`src/rtl/pwm_bank.sv`:
```
`default_nettype none
// ============================================================================
// Module      : pwm_bank
// Description : Multi-channel PWM generator with a shared prescaled period
//               counter and double-buffered TOP/duty/enable/polarity.
// Revision    : 1.0 - initial release
// ============================================================================
module pwm_bank #(
    parameter int CHANNELS   = 4,
    parameter int WIDTH      = 8,
    parameter int PRESCALE_W = 16
) (
    input  logic                clock,
    input  logic                reset,
    input  logic                wr_en,
    input  logic [4:0]          wr_addr,
    input  logic [31:0]         wr_data,
    input  logic [4:0]          rd_addr,
    output logic [31:0]         rd_data,
    output logic [CHANNELS-1:0] pwm_out,
    output logic                period_tick
);

    localparam logic [4:0] c_addr_ctrl  = 5'd0;
    localparam logic [4:0] c_addr_pol   = 5'd1;
    localparam logic [4:0] c_addr_presc = 5'd2;
    localparam logic [4:0] c_addr_top   = 5'd3;

    logic                  run_q, run_d;
    logic [CHANNELS-1:0]   en_q, en_d, pol_q, pol_d;
    logic [PRESCALE_W-1:0] presc_q, presc_d, pcnt_q, pcnt_d;
    logic [WIDTH-1:0]      top_q, top_d, cnt_q, cnt_d;
    logic [WIDTH-1:0]      duty_q [CHANNELS];
    logic [WIDTH-1:0]      duty_d [CHANNELS];

    logic [CHANNELS-1:0]   en_s_q, en_s_d, pol_s_q, pol_s_d;
    logic [WIDTH-1:0]      top_s_q, top_s_d;
    logic [WIDTH-1:0]      duty_s_q [CHANNELS];
    logic [WIDTH-1:0]      duty_s_d [CHANNELS];

    logic [CHANNELS-1:0]   pwm_q, pwm_d;
    logic                  ptick_q, ptick_d;
    logic [31:0]           rd_q, rd_d;

    logic                  w_tick, w_wrap;
    logic                  w_unused_wr;

    assign w_unused_wr = ^wr_data;

    // Active register file: software writes land here immediately
    always_comb begin
        run_d   = run_q;
        en_d    = en_q;
        pol_d   = pol_q;
        presc_d = presc_q;
        top_d   = top_q;
        duty_d  = duty_q;
        if (wr_en) begin
            case (wr_addr)
                c_addr_ctrl: begin
                    run_d = wr_data[31];
                    en_d  = wr_data[CHANNELS-1:0];
                end
                c_addr_pol:   pol_d   = wr_data[CHANNELS-1:0];
                c_addr_presc: presc_d = wr_data[PRESCALE_W-1:0];
                c_addr_top:   top_d   = wr_data[WIDTH-1:0];
                default: begin
                    for (int k = 0; k < CHANNELS; k++) begin
                        if (wr_addr == 5'(4 + k)) duty_d[k] = wr_data[WIDTH-1:0];
                    end
                end
            endcase
        end
    end

    assign w_tick = run_q && (pcnt_q == presc_q);
    assign w_wrap = w_tick && (cnt_q == top_s_q);

    always_comb begin
        pcnt_d   = pcnt_q;
        cnt_d    = cnt_q;
        en_s_d   = en_s_q;
        pol_s_d  = pol_s_q;
        top_s_d  = top_s_q;
        duty_s_d = duty_s_q;
        ptick_d  = 1'b0;
        pwm_d    = pol_s_q;
        if (!run_q) begin
            // Idle: counters parked, shadows follow the active registers
            pcnt_d   = '0;
            cnt_d    = '0;
            en_s_d   = en_q;
            pol_s_d  = pol_q;
            top_s_d  = top_q;
            duty_s_d = duty_q;
        end else begin
            pcnt_d = w_tick ? '0 : pcnt_q + 1'b1;
            if (w_wrap) begin
                cnt_d    = '0;
                en_s_d   = en_q;
                pol_s_d  = pol_q;
                top_s_d  = top_q;
                duty_s_d = duty_q;
            end else if (w_tick) begin
                cnt_d = cnt_q + 1'b1;
            end
            ptick_d = w_wrap;
            for (int k = 0; k < CHANNELS; k++) begin
                pwm_d[k] = (en_s_q[k] & (cnt_q < duty_s_q[k])) ^ pol_s_q[k];
            end
        end
    end

    always_comb begin
        rd_d = '0;
        case (rd_addr)
            c_addr_ctrl: begin
                rd_d[CHANNELS-1:0] = en_q;
                rd_d[31]           = run_q;
            end
            c_addr_pol:   rd_d[CHANNELS-1:0]   = pol_q;
            c_addr_presc: rd_d[PRESCALE_W-1:0] = presc_q;
            c_addr_top:   rd_d[WIDTH-1:0]      = top_q;
            default: begin
                for (int k = 0; k < CHANNELS; k++) begin
                    if (rd_addr == 5'(4 + k)) rd_d[WIDTH-1:0] = duty_q[k];
                end
            end
        endcase
    end

    always_ff @(posedge clock or negedge reset) begin
        if (!reset) begin
            run_q   <= 1'b0;
            en_q    <= '0;
            pol_q   <= '0;
            presc_q <= '0;
            top_q   <= '0;
            en_s_q  <= '0;
            pol_s_q <= '0;
            top_s_q <= '0;
            pcnt_q  <= '0;
            cnt_q   <= '0;
            pwm_q   <= '0;
            ptick_q <= 1'b0;
            rd_q    <= '0;
            for (int k = 0; k < CHANNELS; k++) begin
                duty_q[k]   <= '0;
                duty_s_q[k] <= '0;
            end
        end else begin
            run_q    <= run_d;
            en_q     <= en_d;
            pol_q    <= pol_d;
            presc_q  <= presc_d;
            top_q    <= top_d;
            duty_q   <= duty_d;
            en_s_q   <= en_s_d;
            pol_s_q  <= pol_s_d;
            top_s_q  <= top_s_d;
            duty_s_q <= duty_s_d;
            pcnt_q   <= pcnt_d;
            cnt_q    <= cnt_d;
            pwm_q    <= pwm_d;
            ptick_q  <= ptick_d;
            rd_q     <= rd_d;
        end
    end

    assign rd_data     = rd_q;
    assign pwm_out     = pwm_q;
    assign period_tick = ptick_q;

endmodule
`default_nettype wire
```
`config.mk`:
```
export PLATFORM = sky130hd
export DESIGN_NAME = pwm_bank
export DESIGN_NICKNAME = d
export VERILOG_FILES = /design/src/rtl/pwm_bank.sv
export SDC_FILE = /design/constraint.sdc
export NUM_CORES = 1
export LEC_CHECK = 0
export ABC_AREA = 1
export CAP_MARGIN = 20
export CORE_MARGIN = 2
export CORE_UTILIZATION = 40
export CTS_BUF_LIST = sky130_fd_sc_hd__clkbuf_4 sky130_fd_sc_hd__clkbuf_8
export CTS_CLUSTER_SIZE = 24
export DETAILED_ROUTE_END_ITERATION = 10
export DONT_BUFFER_PORTS = 1
export HOLD_SLACK_MARGIN = 0.15
export PLACE_DENSITY = 0.56
export SLEW_MARGIN = 20
export SYNTH_ARGS = -nofsm -noshare
export SYNTH_HDL_FRONTEND = slang
export SYNTH_SLANG_ARGS = --single-unit
```
`constraint.sdc`:
```
create_clock -name clock -period 1.7 [get_ports clock]
set_input_delay 0.255 -clock clock [delete_from_list [all_inputs] [get_ports clock]]
set_output_delay 0.255 -clock clock [all_outputs]
set_load 0.02 [all_outputs]
```
==> qor.tcl <==
set qor(hold_class) {in2async}
set qor(numCtsBuffers) 17
set qor(violations) {hold timing}
set qor(critical_path_sink_type) {flop}
set qor(tritoncts) {yes}
set qor(avgRoutedWirePerCell_um) 15.2
set qor(design.die.area_um2) 21600
set qor(worstPathMaxFanout) 24
set qor(gp_routability_congestion) 0.832
set qor(cts.sink_count) 159
set qor(crit-reg2reg-capture) {pol_s_q[1]$_DFFE_PN0P_}
set qor(max_cap_viol_count) 0
set qor(critical_path_buf_inv_count) 2
set qor(unrepaired_setup_endpoints_after_global_routing) {yes}
set qor(final_nets) 1224
set qor(fp.dieW_um) 147
set qor(ys_types) 29
set qor(total_design_power_w) 0.0114
set qor(fillCellCount) 1986
set qor(crit_type) {reg2reg}
set qor(maxClockFrequency_ghz) 0.597
set qor(cts.htree.levels) 4
set qor(crit_path_start_kind) {flop}
set qor(post_synth_instance_area_um2) 8170
set qor(clock-root-buffer) {sky130_fd_sc_hd__clkbuf_8}
set qor(timing.final.setup_violations) 0
set qor(initial_antenna_violation_count) 0
set qor(run_status) {complete, but fails checks}
set qor(grt_pass1_vias) 6325
set qor(via_count) 6955
set qor(synth_cells) 1052
set qor(cell_chain_of_the_critical_path) {inv_1 -> nand2_1 -> o21ai_0 -> nand3b_1 -> nor2_2 -> nand3_2 -> nand2_4 -> buf_12 -> nand2_1 -> nand2_1}
set qor(diodes) 0
set qor(clk_pin_slew_worst_paths_ps) 100
set qor(final_antenna_net_count) 0
set qor(cts_hold_buffers) 19
set qor(synth-seq-cells) 159
set qor(worst-endpoint-arrival_ps) 2080
set qor(drt_wl_total_um) 21700
set qor(worst_path_largest_cell_delay_ps) 410
set qor(wire_length_of_the_first_global_routing_pass_um) 34100
set qor(critical-path-top-delay-family) {simple AND/OR/NAND/NOR gates}
set qor(firstDrtPassIters) 5
set qor(r2r-start) {top_s_q[5]$_DFFE_PN0P_}
set qor(power.leakage_nw) 5.11
set qor(clock_skew_ps) 18.8
set qor(drt_drc_violations_left) 0
set qor(power.ir.vdd_worst_uv) 627
set qor(seq_area_frac_synth) 0.487
set qor(drv_slew) 0
set qor(clkLatencyLatePin_ps) 470
set qor(place_hpwl_um) 14900
set qor(io_buffers) 0
set qor(core_area_um2) 20100
set qor(gr-usage-all-layers) 0.203
set qor(area_delta_synth_final_pct) 20.2
set qor(number_of_cell_instances_on_the_worst_register_to_register_path) 10
set qor(synth_area_per_cell_um2) 7.76
set qor(r2r_slack_ps) 20
set qor(worst_ep_required_time_ps) 2110
set qor(grt_remaining_overflow) 0
set qor(core.rowCount) 52
set qor(fin_setup_tns_ps) 0
set qor(fin_crit_sh) 0.986
set qor(layout_common_cells) {319 x sky130_fd_sc_hd__nand2_1, 155 x sky130_fd_sc_hd__dfrtp_1, 134 x sky130_fd_sc_hd__inv_1}
set qor(max-clock-path-buffers) 2
set qor(hold_slack_ps) -528
set qor(post_route_cells_drive_above_1_share) 0.146
set qor(timing.final.hold_violations) 159
set qor(power_density_nw_per_um2) 1160
set qor(io_pins) 82
set qor(post_drt_via_cell_ratio) 4.86
set qor(worst_path_max_delay_cell) {sky130_fd_sc_hd__dfrtp_1}
set qor(fin_crit_ps) 1680
set qor(grt_start_max_net_pins) 160
set qor(worst_path_most_repeated_cell) {sky130_fd_sc_hd__nand2_1}
set qor(yosys_warnings) 0
set qor(first_iter_violations) 508
set qor(die_height_um) 147
set qor(final_common_cell) {sky130_fd_sc_hd__nand2_1}
set qor(start_util) 0.406
Yosys cell counts:
library cell	count	share of area
sky130_fd_sc_hd__conb_1	1	0.00046
sky130_fd_sc_hd__buf_4	15	0.014
sky130_fd_sc_hd__nand4_1	21	0.016
sky130_fd_sc_hd__nand3_2	1	0.0012
sky130_fd_sc_hd__buf_2	5	0.0031
sky130_fd_sc_hd__buf_6	5	0.0069
sky130_fd_sc_hd__a21oi_1	28	0.017
sky130_fd_sc_hd__a221oi_1	4	0.0043
sky130_fd_sc_hd__nand2_1	327	0.15
sky130_fd_sc_hd__nand2_2	2	0.0015
sky130_fd_sc_hd__xor2_1	9	0.0097
sky130_fd_sc_hd__buf_1	4	0.0018
sky130_fd_sc_hd__nand3b_1	10	0.0092
sky130_fd_sc_hd__o211ai_1	4	0.0037
sky130_fd_sc_hd__dfrtp_1	159	0.49
sky130_fd_sc_hd__ha_1	30	0.046
sky130_fd_sc_hd__nor3_1	10	0.0061
sky130_fd_sc_hd__inv_1	138	0.063
sky130_fd_sc_hd__xnor2_1	1	0.0011
sky130_fd_sc_hd__nor2_2	1	0.00077
sky130_fd_sc_hd__clkbuf_1	15	0.0069
sky130_fd_sc_hd__o22ai_1	8	0.0061
sky130_fd_sc_hd__o21ai_0	75	0.046
sky130_fd_sc_hd__inv_2	6	0.0028
sky130_fd_sc_hd__nor4_1	2	0.0015
sky130_fd_sc_hd__or2_2	1	0.00077
sky130_fd_sc_hd__nand3_1	85	0.052
sky130_fd_sc_hd__nor2_1	84	0.039
sky130_fd_sc_hd__nor4_2	1	0.0015
how the worst max path moves through the flow:
| stage | startpoint | end | slack, ps | cells past startpoint |
|---|---|---|---|---|
| after CTS | cnt_q[7]$_DFFE_PN0P_ | pwm_out[3]$_DFF_PN0_ | 7 | 8 |
| after detailed placement | cnt_q[7]$_DFFE_PN0P_ | pwm_out[2]$_DFF_PN0_ | -60 | 8 |
| after floorplan | cnt_q[3]$_DFFE_PN0P_ | duty_s_q[20]$_DFFE_PN0P_ | 70 | 12 |
| final | top_s_q[5]$_DFFE_PN0P_ | pol_s_q[1]$_DFFE_PN0P_ | 20 | 10 |
| after global placement | cnt_q[3]$_DFFE_PN0P_ | pwm_out[1]$_DFF_PN0_ | -30 | 7 |
| after global routing | pcnt_q[9]$_DFF_PN0_ | duty_s_q[23]$_DFFE_PN0P_ | -60 | 11 |
state kept, by name, summed over array words and instances, names as in the netlist:
name,count
top_q,8
cnt_q,8
period_tick,1
pwm_out,4
en_s_q,4
pol_q,4
run_q,1
pol_s_q,4
pcnt_q,16
duty_s_q,32
top_s_q,8
presc_q,16
rd_data,17
en_q,4
duty_q,32
timing repair:
| item | in CTS | in global routing |
|---|---|---|
| buffers inserted | 1 | 2 |
| resized for setup | 7 | 43 |
| gates cloned | 0 | 1 |
| hold endpoints to repair | 203 | 159 |
| pin swaps | 0 | 17 |
| setup endpoints to repair | 51 | 65 |
layer usage:
metal | part of all wire | track usage | vias up
li1 | - | - | 3523
met2 | 0.43 | 0.293 | 149
met4 | 0.014 | 0.0495 | 0
met3 | 0.041 | 0.0360 | 18
met1 | 0.51 | 0.315 | 3265
met5 | 0 | 0 | -
per-stage QoR:
step / worst slack (ps) / hold WS [ps] / instance area, µm² / utilization / cells
2_1_floorplan: 71.7 / -40.6 / 8220 / - / 1066
6_report: 23.8 / -528 / 9810 / 0.488 / 1432
3_3_place_gp: -30.4 / -31.2 / 8960 / 0.445 / 1377
3_5_place_dp: -57.7 / -30.4 / 8960 / 0.445 / 1377
4_1_cts: 6.76 / -563 / 9580 / 0.476 / 1429
5_1_grt: -63.1 / -569 / 9810 / 0.488 / 1432
area by class of cell:
type / instances / area (µm²) / share of cell area
clock buffers: 17 / 234 / 0.0238
inverters: 144 / 543 / 0.0553
flip-flops and latches: 159 / 3980 / 0.406
multi-input cells: 719 / 3620 / 0.369
clock inverters: 15 / 166 / 0.0170
repair buffers: 108 / 927 / 0.0945
well taps: 270 / 338 / 0.0344
logic make-up (layout without fill, tap and decap cells):
family | Yosys count | after routing | share of synthesized area
buffers and inverters | 188 | 284 | 0.0987
adders and majority gates | 30 | 30 | 0.0460
other | 1 | 15 | 0.000459
AOI/OAI and AO/OA | 119 | 119 | 0.0772
and+or+nand+nor | 545 | 545 | 0.280
DFF | 159 | 159 | 0.487
xor gates and xnor gates | 10 | 10 | 0.0107
power by group:
group          internal (W)  leakage (nW)  switching, W
clock               0.00123         0.195       0.00165
combinational       0.00138          2.84       0.00183
sequential          0.00460          2.07      0.000731
total               0.00721          5.11       0.00421
No activity file was read; power rests on OpenSTA's default activity.
